[src/rtl/branch_target_buffer.sv]
// rtl/branch_target_buffer.sv - direct-mapped branch target buffer with 2-bit direction counters
//
// Purpose:
//   IF-stage next-PC predictor. A fetch PC is looked up combinationally in a
//   direct-mapped table. The table is trained by branch/JAL resolution from EX.
//   The block also flags mispredicts and supplies the recovery PC.
//
// Ports:
//   clk_i          clock, rising edge
//   rst_ni         synchronous active-low reset
//   pc_f_i         fetch PC to look up
//   hit_o          valid entry with matching tag for pc_f_i
//   pred_taken_o   predicted taken for pc_f_i
//   pred_pc_o      predicted next fetch PC
//   opcode_x_i     EX-stage opcode (branch 1100011, JAL 1101111 train the table)
//   pc_x_i         EX-stage instruction PC
//   taken_x_i      resolved direction
//   target_x_i     resolved target
//   pred_taken_x_i prediction that travelled with the instruction
//   pred_pc_x_i    predicted next PC that travelled with the instruction
//   mispredict_o   resolution disagrees with the prediction
//   restore_pc_o   correct next PC when mispredict_o=1
module branch_target_buffer #(
  parameter  int ENTRIES = 32,
  localparam int IDX_W   = $clog2(ENTRIES),
  localparam int TAG_W   = 30 - IDX_W
) (
  input  logic        clk_i,
  input  logic        rst_ni,
  input  logic [31:0] pc_f_i,
  output logic        hit_o,
  output logic        pred_taken_o,
  output logic [31:0] pred_pc_o,
  input  logic [6:0]  opcode_x_i,
  input  logic [31:0] pc_x_i,
  input  logic        taken_x_i,
  input  logic [31:0] target_x_i,
  input  logic        pred_taken_x_i,
  input  logic [31:0] pred_pc_x_i,
  output logic        mispredict_o,
  output logic [31:0] restore_pc_o
);

  localparam logic [6:0] OP_BRANCH = 7'b1100011;
  localparam logic [6:0] OP_JAL    = 7'b1101111;

  logic             r_valid  [ENTRIES];
  logic [TAG_W-1:0] r_tag    [ENTRIES];
  logic [31:0]      r_target [ENTRIES];
  logic [1:0]       r_ctr    [ENTRIES];

  logic [IDX_W-1:0] w_f_idx;
  logic [TAG_W-1:0] w_f_tag;
  logic [IDX_W-1:0] w_x_idx;
  logic [TAG_W-1:0] w_x_tag;
  logic             w_is_branch;
  logic             w_is_jal;
  logic             w_upd;
  logic             w_x_hit;
  logic             w_hit;
  logic             w_pred_taken;
  logic             w_unused;

  // Low PC bits are always zero for aligned instructions and carry no information.
  assign w_unused = ^{pc_f_i[1:0], pc_x_i[1:0]};

  assign w_f_idx = pc_f_i[IDX_W+1:2];
  assign w_f_tag = pc_f_i[31:IDX_W+2];
  assign w_x_idx = pc_x_i[IDX_W+1:2];
  assign w_x_tag = pc_x_i[31:IDX_W+2];

  assign w_is_branch = (opcode_x_i == OP_BRANCH);
  assign w_is_jal    = (opcode_x_i == OP_JAL);
  assign w_upd       = w_is_branch || w_is_jal;

  // Lookup reads the registered table, so a same-cycle update is seen one cycle later.
  assign w_hit        = rst_ni && r_valid[w_f_idx] && (r_tag[w_f_idx] == w_f_tag);
  assign w_pred_taken = w_hit && r_ctr[w_f_idx][1];

  assign hit_o        = w_hit;
  assign pred_taken_o = w_pred_taken;
  assign pred_pc_o    = w_pred_taken ? r_target[w_f_idx] : pc_f_i + 32'd4;

  assign w_x_hit = r_valid[w_x_idx] && (r_tag[w_x_idx] == w_x_tag);

  always_comb begin
    mispredict_o = 1'b0;
    restore_pc_o = 32'd0;
    if (rst_ni) begin
      restore_pc_o = taken_x_i ? target_x_i : pc_x_i + 32'd4;
      if (w_upd) begin
        mispredict_o = (taken_x_i != pred_taken_x_i) ||
                       (taken_x_i && (target_x_i != pred_pc_x_i));
      end
    end
  end

  // Tag and target are only meaningful under valid, so only valid/ctr are reset.
  always_ff @(posedge clk_i) begin
    if (!rst_ni) begin
      for (int i = 0; i < ENTRIES; i++) begin
        r_valid[i] <= 1'b0;
        r_ctr[i]   <= 2'b01;
      end
    end else if (w_upd) begin
      if (w_x_hit) begin
        if (taken_x_i) begin
          if (r_ctr[w_x_idx] != 2'b11) r_ctr[w_x_idx] <= r_ctr[w_x_idx] + 2'd1;
          r_target[w_x_idx] <= target_x_i;
        end else if (r_ctr[w_x_idx] != 2'b00) begin
          r_ctr[w_x_idx] <= r_ctr[w_x_idx] - 2'd1;
        end
      end else if (taken_x_i) begin
        // Unconditional jumps start strongly taken; branches weakly taken.
        r_valid[w_x_idx]  <= 1'b1;
        r_tag[w_x_idx]    <= w_x_tag;
        r_target[w_x_idx] <= target_x_i;
        r_ctr[w_x_idx]    <= w_is_jal ? 2'b11 : 2'b10;
      end
    end
  end

endmodule
[config.mk]
export PLATFORM = sky130hd
export DESIGN_NAME = branch_target_buffer
export DESIGN_NICKNAME = d
export VERILOG_FILES = /design/src/rtl/branch_target_buffer.sv
export SDC_FILE = /design/constraint.sdc
export NUM_CORES = 2
export LEC_CHECK = 0
export BUFFER_PORTS_ARGS = -buffer_cell sky130_fd_sc_hd__buf_2
export CAP_MARGIN = 40
export CELL_PAD_IN_SITES_DETAIL_PLACEMENT = 2
export CELL_PAD_IN_SITES_GLOBAL_PLACEMENT = 2
export CORE_ASPECT_RATIO = 1.4
export CORE_MARGIN = 8
export CORE_UTILIZATION = 49
export DETAILED_ROUTE_END_ITERATION = 10
export PLACE_DENSITY_LB_ADDON = 0.25
export SETUP_SLACK_MARGIN = 0.02
export SKIP_CTS_REPAIR_TIMING = 1
export SLEW_MARGIN = 20
export SYNTH_ARGS = -nofsm -noshare
export SYNTH_HDL_FRONTEND = slang
export SYNTH_SLANG_ARGS = --single-unit
[constraint.sdc]
create_clock -name clk_i -period 7.39 [get_ports clk_i]
set_input_delay 1.1085 -clock clk_i [delete_from_list [all_inputs] [get_ports clk_i]]
set_output_delay 1.1085 -clock clk_i [all_outputs]
set_load 0.005 [all_outputs]
==> summary.md <==
| Metric | Value |
|---|---|
| Vias post-DR | 56500 |
| First-pass GRT wire length | around 500000 microns |
| Core Util, Final | 56.8% |
| Final WL | ~390000 microns |
| Area leader, netlist | edfxtp_1 |
| Yosys warns | 0 |
| Worst Tran Pin Value | 1.02 ns |
| Vias in the first global route | approximately 57000 |
| Max-slew violation count | 0 |
| CTS sink count | roughly 1900 |
| Post-DP HPWL | 221000 microns |
| Final Hold Fails | 0 |
| CTS tree | built |
| Synthesized Nets | 4565 |
| Total track usage | slightly below 40% |
| Post-synthesis register bit count | ~1900 |
| Violated checks | setup timing |
| Clk slew on worst S/H paths | about 0.07 ns |
| Min-Delay Path Class | flip-flop to flip-flop |
| Crit end category | output pin |
| # fillers | 13900 |
| Number of cell rows | 179 |
| Status | finished with violations |
| Synth Area in Simple Gates | 4.21% |
| Slew headroom | 32.0% |
| GPL Wtd Cong | between 0.9 and 1 |
| Final cycle utilization of the critical path | 102% |
| Die Ht | ~510 microns |
| VDD IR max | between 0.2 and 0.3 mV |
| I/O Pins | 206 |
| Iter 0 DRT Violations | about 8700 |
| Xor/xnor share of the synthesized area | around 1.2% |
| Minimum clock period | ~7.5 ns |
| Final net count | ~5000 |
| Placed insts | 6877 |
| Largest family of logic cells by synthesized area | multiplexers |
| Pwr Total | between 20 and 25 mW |
| Synth Instances | 4421 |
| Die area | 0.185 sq mm |
| Clk root buf | clkbuf_16 |
| FMAX | ~130 MHz |
| Number of buffers created by CTS | approximately 190 |
| Avg Inst Size Synth | 19.0 sq um |
| Initial Utilization | about half |
| Skew-Pair Late Insertion Delay | 0.88 ns |
| Startpoint Class | input port |
| Drt wl/cell | 53.2 microns |
| Die Wd | 366 microns |
| Leak | 31.1 nW |
| Port bufs | 205 |
| Area growth, synth to finish | 15.1% |
| Crit path DAT | around 6.4 ns |
| Setup violations, final | 2 |
| Synth cell types | 74 |
| Area of the mapped netlist | about 0.084 sq mm |
| Buffer depth of the longest clock path | 3 |
| Worst path required time | about 6.3 ns |
| Largest net degree at the start of global routing | ~130 |
| Antenna violations before repair | 39 |
| Synth area leaders | edfxtp_1 (68%), mux4_2 (17%), mux2i_1 (3.8%) |
| Power per cell area | 249 mW/mm^2 |
| Synth Area in Adders | less than 1% |
| Htree depth | 4 |
| Grt total ovfl | 0 |
| Post-synth EDFFs | roughly 1900 |
| Compound-Gate Fraction of Synth Area | between 3 and 4% |
| Core Box Area | between 0.15 and 0.2 sq mm |
| Clk_skew | between 0.04 and 0.05 ns |
| Post-route DRC | 0 |
| Async SR Flop Fraction | 0% |
| Setup TNS | -0.205 ns |
| Crit-path max FO | 52 |
| DR pass1 iterations | 5 |
| Synth Flop Type | edfxtp_1 |
| Via-to-Cell Ratio | 7.79 |
| Setup ws final | -0.142 ns |
| Top-area cell type share of the netlist area | ~68% |
| Max cap viols | 0 |
| WS Path Type | input port to output pin |
| Synth top cells by count | edfxtp_1 (1888), mux4_2 (636), mux2i_1 (321) |
| RSZ-0062 raised after global routing | false |
| Post-synthesis mux area share | a little over a fifth |
| Fraction of the yosys area taken by sequential cells | 68.3% |
| Final Non-Filler Cells | just over 7000 |
| Share of layout cells above drive strength 1 | between 30% and 40% |
| Most frequent cell after synthesis | edfxtp_1 |
| ANT nets after route | 0 |
==> registers in the layout, summed over array words and instances, names as in the netlist <==
signal / cells
r_valid: 32
r_tag: 800
r_target: 1024
r_ctr: 64
==> logic make-up after synthesis <==
family,Yosys count
flip-flops,1920
multiplexers,968
AND/OR/NAND/NOR,680
AO/OA/AOI/OAI,415
buffers and inverters,320
XOR/XNOR,113
adder cells (fa/ha/maj),5
==> where the power goes <==
group	switching, mW	internal [mW]
Sequential	0.00696	11.9
Clock	4.91	5.27
Combinational	1.30	0.664
==> through the flow <==
step	hold WS [ns]	instance area, sq um	setup slack (ns)
finish	0.508	96600	-0.142
floorplan	0.436	83900	1.05
CTS	0.465	96300	0.296
detailed placement	0.475	90300	0.336
global placement	0.449	89900	0.584
global route	0.508	96600	0.103
==> layout by cell type, fill, tap and decap left out, types with 20 or more instances in the layout <==
cell,synthesis,routed
a21oi_1,31,31
a221oi_1,25,25
a22o_1,21,21
a22oi_1,155,155
and2_1,37,35
and3_1,22,20
buf_12,0,81
buf_2,63,199
buf_4,35,204
clkbuf_1,154,46
clkbuf_16,0,185
clkinv_1,1,37
clkinv_2,0,28
dfxtp_1,32,32
diode_2,0,26
edfxtp_1,1888,1888
mux2i_1,321,320
mux4_2,636,636
nand2_1,170,169
nand3_1,95,95
nand4_1,36,36
nor2_1,129,69
nor2_4,0,60
nor3_1,48,45
o21ai_0,106,106
or3b_1,22,22
xnor2_1,54,54
xor2_1,59,59
==> metal layers <==
layer / vias to the layer above / global-route usage, % / wire [microns]
met2: 5790 / 62.1 / 178000
met4: 18 / 28.8 / 35600
met5: - / 0 / 504
li1: 19300 / - / -
met3: 1601 / 10.7 / 48500
met1: 29800 / 46.2 / 123000
==> critical path, stage by stage <==
cell,delay [ns]
clkbuf_8,0.47
buf_4,0.49
buf_4,0.50
mux4_2,0.41
nand2_1,0.12
nand3_1,0.10
nand4_1,0.25
xor2_1,0.58
o2111ai_1,0.32
nor4_1,0.38
nor4b_4,0.32
buf_12,0.32
nor2_1,0.17
a21oi_1,0.53
buf_2,0.23
==> worst paths after layout <==
path | start | to | slack (ns) | cells past startpoint
worst max-delay path | pc_f_i[4] | pred_pc_o[2] | -0.14 | 15
worst min-delay path | r_valid[14] | r_valid[14] | 0.51 | 2
worst max register to register | r_tag[31][21] | r_ctr[0][0] | 2.29 | 11
worst min register to register | r_valid[14] | r_valid[14] | 0.51 | 2
==> layout make-up <==
| type | instances | area (sq um) | share of cell area (%) |
|---|---|---|---|
| Sequential cell | 1920 | 57300 | 59.3 |
| Multi-Input combinational cell | 2181 | 25600 | 26.5 |
| Clock buffer | 231 | 4800 | 4.97 |
| Timing Repair Buffer | 507 | 4700 | 4.87 |
| Tap cell | 2262 | 2830 | 2.93 |
| Clock inverter | 108 | 1190 | 1.24 |
| Inverter | 16 | 67.6 | 0.0699 |
| Antenna cell | 26 | 65.1 | 0.0673 |
Power figures use the tool's default switching activity.
